## src/rtl/pipe_pkg.sv

```systemverilog
// Shared pipeline types for the MEM stage: FSM state encoding, default widths
// and the EX/MEM, MEM/WB control bundles.
package pipe_pkg;

  localparam int DEF_XLEN = 64;
  localparam int DEF_PCW  = 32;

  typedef enum logic [1:0] {
    IDLE     = 2'd0,
    REQ      = 2'd1,
    WAIT_RSP = 2'd2
  } state_e;

  typedef struct packed {
    logic valid;
    logic zero;
    logic branch;
    logic MemRead;
    logic MemWrite;
    logic MemtoReg;
    logic regwrite;
  } exm_ctrl_t;

  typedef struct packed {
    logic valid;
    logic regwrite;
    logic MemtoReg;
  } memwb_ctrl_t;

  // Controls captured when a memory op is accepted and held until it retires.
  typedef struct packed {
    logic we;
    logic regwrite;
    logic MemtoReg;
  } lat_ctrl_t;

endpackage

```

## src/rtl/mem_timeout_ctr.sv

```systemverilog
// Watchdog for an in-flight data-memory transaction: cleared on entry to REQ,
// counts every in-flight cycle, flags expiry on the TIMEOUT_CYCLES-th one.
module mem_timeout_ctr #(
  parameter int TIMEOUT_CYCLES = 255
) (
  input  logic clk,
  input  logic rst_n,
  input  logic clear_i,
  input  logic active_i,
  output logic expired_o
);

  localparam int CNT_W = ($clog2(TIMEOUT_CYCLES + 1) > 8) ? $clog2(TIMEOUT_CYCLES + 1) : 8;

  logic [CNT_W-1:0] cnt_q, cnt_d;

  always_comb begin
    cnt_d = cnt_q;
    if (clear_i)       cnt_d = '0;
    else if (active_i) cnt_d = cnt_q + 1'b1;
  end

  always_ff @(posedge clk or negedge rst_n) begin
    if (!rst_n) cnt_q <= '0;
    else        cnt_q <= cnt_d;
  end

  assign expired_o = active_i & (cnt_q == CNT_W'(TIMEOUT_CYCLES - 1));

endmodule

```

## src/rtl/mem_stage_ctrl.sv

```systemverilog
// MEM-stage controller: runs loads/stores on a valid/ready dmem port, stalls
// upstream while busy, resolves branches, owns MEM/WB. Option: MEM_TIMEOUT_EN.
module mem_stage_ctrl #(
  parameter int XLEN           = pipe_pkg::DEF_XLEN,
  parameter int PCW            = pipe_pkg::DEF_PCW,
  parameter int TIMEOUT_CYCLES = 255
) (
  input  logic            clk,
  input  logic            rst_n,
  input  logic            exm_valid,
  input  logic [XLEN-1:0] exm_alu_data,
  input  logic [XLEN-1:0] exm_rs2_data,
  input  logic [4:0]      exm_rd,
  input  logic [PCW-1:0]  exm_pc_branch,
  input  logic            exm_zero,
  input  logic            exm_branch,
  input  logic            exm_MemRead,
  input  logic            exm_MemWrite,
  input  logic            exm_MemtoReg,
  input  logic            exm_regwrite,
  output logic            mem_stall,
  output logic            pc_src,
  output logic [PCW-1:0]  pc_branch_target,
  output logic            flush,
  output logic            dmem_req_valid,
  input  logic            dmem_req_ready,
  output logic            dmem_we,
  output logic [XLEN-1:0] dmem_addr,
  output logic [XLEN-1:0] dmem_wdata,
  input  logic            dmem_rsp_valid,
  input  logic [XLEN-1:0] dmem_rdata,
  output logic            wb_valid,
  output logic            wb_regwrite,
  output logic            wb_MemtoReg,
  output logic [4:0]      wb_rd,
  output logic [XLEN-1:0] wb_alu_data,
  output logic [XLEN-1:0] wb_read_data,
  output logic            mem_err
);

  import pipe_pkg::*;

  state_e          state_q, state_d;
  logic [XLEN-1:0] addr_q, addr_d, wdata_q, wdata_d;
  logic [4:0]      lat_rd_q, lat_rd_d;
  lat_ctrl_t       lat_q, lat_d;
  memwb_ctrl_t     wb_q, wb_d;
  logic [4:0]      wb_rd_q, wb_rd_d;
  logic [XLEN-1:0] wb_alu_q, wb_alu_d, wb_rdata_q, wb_rdata_d;
  logic            mem_err_q, mem_err_d;

  exm_ctrl_t exm_c;
  logic      mem_op, st_done, ld_done, done, abort, tmo_expired, stall_raw;

  assign exm_c = '{valid: exm_valid, zero: exm_zero, branch: exm_branch,
                   MemRead: exm_MemRead, MemWrite: exm_MemWrite,
                   MemtoReg: exm_MemtoReg, regwrite: exm_regwrite};

`ifdef MEM_TIMEOUT_EN
  mem_timeout_ctr #(.TIMEOUT_CYCLES(TIMEOUT_CYCLES)) u_timeout (
    .clk       (clk),
    .rst_n     (rst_n),
    .clear_i   ((state_q == IDLE) & mem_op),
    .active_i  (state_q != IDLE),
    .expired_o (tmo_expired)
  );
`else
  // Watchdog absent: wait for the memory indefinitely.
  assign tmo_expired = 1'b0 & (TIMEOUT_CYCLES == 0);
`endif

  always_comb begin
    mem_op  = exm_c.valid & (exm_c.MemRead | exm_c.MemWrite);
    st_done = (state_q == REQ) & dmem_req_ready & lat_q.we;
    ld_done = (state_q == WAIT_RSP) & dmem_rsp_valid;
    done    = st_done | ld_done;
    abort   = tmo_expired & ~done;

    state_d    = state_q;
    addr_d     = addr_q;
    wdata_d    = wdata_q;
    lat_rd_d   = lat_rd_q;
    lat_d      = lat_q;
    wb_d       = '0;
    wb_rd_d    = wb_rd_q;
    wb_alu_d   = wb_alu_q;
    wb_rdata_d = wb_rdata_q;
    mem_err_d  = abort;
    stall_raw  = 1'b0;

    case (state_q)
      IDLE: begin
        if (mem_op) begin
          addr_d     = exm_alu_data;
          wdata_d    = exm_rs2_data;
          lat_rd_d   = exm_rd;
          // A load with MemWrite also set is still a load.
          lat_d      = '{we: ~exm_c.MemRead, regwrite: exm_c.regwrite, MemtoReg: exm_c.MemtoReg};
          state_d    = REQ;
          stall_raw  = 1'b1;
        end else begin
          wb_d       = '{valid: exm_c.valid, regwrite: exm_c.regwrite, MemtoReg: exm_c.MemtoReg};
          wb_rd_d    = exm_rd;
          wb_alu_d   = exm_alu_data;
          wb_rdata_d = '0;
        end
      end
      REQ: begin
        if (dmem_req_ready) state_d = lat_q.we ? IDLE : WAIT_RSP;
        stall_raw = ~st_done;
      end
      WAIT_RSP: begin
        if (dmem_rsp_valid) state_d = IDLE;
        stall_raw = ~ld_done;
      end
      default: state_d = IDLE;
    endcase

    if (done | abort) begin
      wb_d       = '{valid: 1'b1, regwrite: lat_q.regwrite & ~abort, MemtoReg: lat_q.MemtoReg};
      wb_rd_d    = lat_rd_q;
      wb_alu_d   = addr_q;
      wb_rdata_d = ld_done ? dmem_rdata : '0;
    end
    if (abort) begin
      state_d   = IDLE;
      stall_raw = 1'b0;
    end
  end

  always_ff @(posedge clk or negedge rst_n) begin
    if (!rst_n) begin
      state_q    <= IDLE;
      addr_q     <= '0;
      wdata_q    <= '0;
      lat_rd_q   <= '0;
      lat_q      <= '0;
      wb_q       <= '0;
      wb_rd_q    <= '0;
      wb_alu_q   <= '0;
      wb_rdata_q <= '0;
      mem_err_q  <= 1'b0;
    end else begin
      state_q    <= state_d;
      addr_q     <= addr_d;
      wdata_q    <= wdata_d;
      lat_rd_q   <= lat_rd_d;
      lat_q      <= lat_d;
      wb_q       <= wb_d;
      wb_rd_q    <= wb_rd_d;
      wb_alu_q   <= wb_alu_d;
      wb_rdata_q <= wb_rdata_d;
      mem_err_q  <= mem_err_d;
    end
  end

  // Combinational outputs are forced low while reset is held.
  assign mem_stall        = rst_n & stall_raw;
  assign pc_src           = rst_n & (state_q == IDLE) & exm_c.valid & exm_c.branch & exm_c.zero;
  assign flush            = pc_src;
  assign pc_branch_target = exm_pc_branch;
  assign dmem_req_valid   = rst_n & (state_q == REQ);
  assign dmem_we          = lat_q.we;
  assign dmem_addr        = addr_q;
  assign dmem_wdata       = wdata_q;

  assign wb_valid     = wb_q.valid;
  assign wb_regwrite  = wb_q.regwrite;
  assign wb_MemtoReg  = wb_q.MemtoReg;
  assign wb_rd        = wb_rd_q;
  assign wb_alu_data  = wb_alu_q;
  assign wb_read_data = wb_rdata_q;
  assign mem_err      = mem_err_q;

endmodule

```

## config.mk

```make
export PLATFORM = sky130hd
export DESIGN_NAME = mem_stage_ctrl
export DESIGN_NICKNAME = d
export VERILOG_FILES = /design/src/rtl/pipe_pkg.sv /design/src/rtl/mem_timeout_ctr.sv /design/src/rtl/mem_stage_ctrl.sv
export SDC_FILE = /design/constraint.sdc
export NUM_CORES = 1
export LEC_CHECK = 0
export ABC_CLOCK_PERIOD_IN_PS = 4950
export CORE_AREA = 2 2 208 210
export CTS_BUF_LIST = sky130_fd_sc_hd__clkbuf_4
export DETAILED_ROUTE_END_ITERATION = 8
export DIE_AREA = 0 0 210 212
export RECOVER_POWER = 25
export SYNTH_ARGS = -nofsm -noshare
export SYNTH_HDL_FRONTEND = slang
export SYNTH_HIERARCHICAL = 1
export SYNTH_SLANG_ARGS = --single-unit
```

## constraint.sdc

```tcl
create_clock -name clk -period 4.95 [get_ports clk]
set_input_delay 0.495 -clock clk [delete_from_list [all_inputs] [get_ports clk]]
set_output_delay 0.495 -clock clk [all_outputs]
set_load 0.05 [all_outputs]
```

==> results.sh <==
export IMPL_status="finished with violations"
export IMPL_violations="max-capacitance violations, max-slew violations"
export IMPL_slew_headroom_pct=-78.53
export IMPL_start_util_pct=25.67
export IMPL_drtIter0Drc=395
export IMPL_gr_usage_met3_pct=6.780
export IMPL_ff2ff_setup_slack_ns=1.33
export IMPL_cts_tree="built"
export IMPL_yosysTopAreaCell="dfrtp_1"
export IMPL_pin_count=542
export IMPL_path_clk_slew_ns=0.07
export IMPL_grt_remaining_overflow=0
export IMPL_vias=8317
export IMPL_path_class="reg -> out"
export IMPL_max_cap_violations=3
export IMPL_yosys_most_used_dff="dfrtp_1"
export IMPL_grt_start_max_net_pins=137
export IMPL_finalNonFillerCells=1799
export IMPL_worstMarginPinSlew_ns=2.678
export IMPL_synth_top_area_share_pct=62.84
export IMPL_finalClockSkew_ns=0.03871
export IMPL_numPortBuffers=476
export IMPL_clock_latency_ns=0.76
export IMPL_arrival_ns=3.20
export IMPL_fin_total_pwr_mw=13.29
export IMPL_die_area_mm2=0.04452
export IMPL_hpwl_um=23540
export IMPL_fin_nets=1449
export IMPL_antenna_found_initial=4
export IMPL_synth_seq_area_share_pct=62.84
export IMPL_num_rows=76
export IMPL_grt_first_pass_wirelength_um=53610
export IMPL_syn_num_nets=970
export IMPL_synth_seq_cells=274
export IMPL_grt_usage_pct=15.79
export IMPL_use_met2_pct=24.85
export IMPL_max_freq_mhz=270.6
export IMPL_drc_errors=0
export IMPL_cp_start_kind="register"
export IMPL_clock_sinks=274
export IMPL_required_ns=4.45
export IMPL_setup_violations=0
export IMPL_grt_busiest_layer="met2"
export IMPL_tns_ns=0
export IMPL_gp_congestion=0.7381
export IMPL_die_x_um=210
export IMPL_synth_cells=730
export IMPL_power_density_mw_per_mm2=791.1
export IMPL_syn_area_mm2=0.01091
export IMPL_avgSynthCellArea_um2=14.95
export IMPL_synth_warnings=6
export IMPL_power_leakage_nw=6.977
export IMPL_slew_viol_final=183
export IMPL_clockBufferDepth=3
export IMPL_gr_usage_met1_pct=18.42
export IMPL_dp_slack_ns=1.610
export IMPL_wl_per_cell_um=19.98
export IMPL_synth_area_leaders="dfrtp_1 63%, mux2_2 14%, a221o_1 6.3%"
export IMPL_hold_viol=0
export IMPL_grt_pass1_vias=8867
export IMPL_core_mm2=0.04251
export IMPL_fin_ws_ns=1.254
export IMPL_cp_max_fo=7
export IMPL_async_flop_share_pct=100.0
export IMPL_synth_cell_types=26
export IMPL_dr_pass1_iters=4
export IMPL_synth_enable_flop_cells=0
export IMPL_cts_root_buf="clkbuf_4"
export IMPL_dpl_cell_count=1671
export IMPL_die_y_um=212
export IMPL_cp_end_kind="primary output"
export IMPL_routed_wl_um=35950
export IMPL_finalCritPeriodShare_pct=74.67
export IMPL_detail_route_antenna_nets=0
export IMPL_irDropWorstVdd_uv=410.3
export IMPL_cts_buffers=81
export IMPL_rsz0062_at_grt="no"
export IMPL_viasPerCell=4.623
export IMPL_hp_class="in -> async"
export IMPL_htree_levels=3
export IMPL_layout_drive_gt1_share_pct=20.88
export IMPL_fin_crit_ns=3.696
export IMPL_postCtsSetupBuffers=0
export IMPL_syn_to_final_growth_pct=53.94
-- critical path, cell delays in order, from the launching register on --
cell             delay (ns)
dfrtp_1                0.49
nor3b_1                0.59
and2b_4                0.29
o31a_1                 0.22
clkdlybuf4s50_1        0.85
-- report_power, final --
part,internal [mW],switching [mW],leakage (nW)
Clock,1.01,0.952,0.536
Sequential,3.22,0.583,3.38
Combinational,2.71,4.82,3.07
Total,6.93,6.35,6.98
-- synthesized netlist by cell type, types with 3 or more instances --
cell type    n
clkbuf_1    32
nor2_1       4
a22o_1      66
dfrtp_1    274
a221o_1     69
buf_2        8
mux2_2     135
buf_4       39
a21boi_0    69
a21oi_1      3
buf_6       12
-- registers in the layout (all words and copies together) (netlist names), 2 cells and up --
register      cells
wb_alu_data      64
dmem_addr        64
wb_read_data     64
lat_q             2
lat_rd_q          5
wb_rd             5
state_q           2
dmem_wdata       64
-- repair_timing --
| action | in CTS | in global routing |
|---|---|---|
| resized for setup | 0 | 0 |
| hold buffers | 1 | 0 |
| hold endpoints to repair | 56 | 0 |
-- cells in the final DEF (no fill, tap or decap), types with 2 or more instances in the layout --
master | Yosys | routed
o21bai_1 | 2 | 2
inv_2 | 0 | 2
nand2b_1 | 2 | 2
clkinv_1 | 0 | 11
a221o_1 | 69 | 69
a21oi_1 | 3 | 3
clkbuf_4 | 0 | 110
mux2_2 | 135 | 135
nand2_1 | 2 | 2
dfrtp_1 | 274 | 274
buf_4 | 39 | 5
clkdlybuf4s50_1 | 0 | 475
nor2_1 | 4 | 2
nor2_4 | 0 | 2
a22o_1 | 66 | 66
a21boi_0 | 69 | 69
diode_2 | 0 | 3
buf_12 | 0 | 3
nor3b_1 | 2 | 2
-- layout make-up --
cell class | instances | area (um2)
Fill cell | 4114 | 25710
Multi-Input combinational cell | 364 | 3481
Clock buffer | 110 | 825.8
Antenna cell | 3 | 7.507
Clock inverter | 14 | 53.80
Tap cell | 546 | 683.2
Inverter | 1 | 3.754
Timing Repair Buffer | 487 | 4886
Sequential cell | 274 | 6857
-- cells by family (layout without fill, tap and decap cells) --
logic type	count (synthesis)	count (layout)	synth area share, %
buffers and inverters	92	612	5.424
other	1	4	0.03437
DFF	274	274	62.84
muxes	135	135	13.93
AOI/OAI and AO/OA	213	213	16.96
and+or+nand+nor	15	15	0.8142
-- metal layers --
metal  wire length (um)  vias to the layer above
met1              14470                     4177
met2              17080                      353
met4               1077                        2
met5                 13                        -
li1                   -                     3711
met3               3308                       74
-- through the flow --
stage | area (um2) | utilization [%] | hold slack (ns)
floorplan | 10910 | - | 0.1994
global placement | 15910 | 37.44 | 0.4777
detailed placement | 15910 | 37.44 | 0.4813
CTS | 16800 | 39.53 | 0.1784
global route | 16800 | 39.52 | 0.2283
finish | 16800 | 39.52 | 0.2968
-- path summary, 6_finish.rpt --
path / from / depth (start not counted) / end
setup / recovery: state_q[0] / 4 / mem_stall
hold / removal: rst_n / 2 / wb_read_data[38]
setup reg to reg: state_q[0] / 4 / wb_alu_data[58]
hold reg to reg: wb_read_data[15] / 1 / wb_read_data[15]
max in group asynchronous: rst_n / 4 / dmem_addr[39]
min in group clk: exm_rs2_data[23] / 2 / dmem_wdata[23]
(Power assumes the default switching activity.)
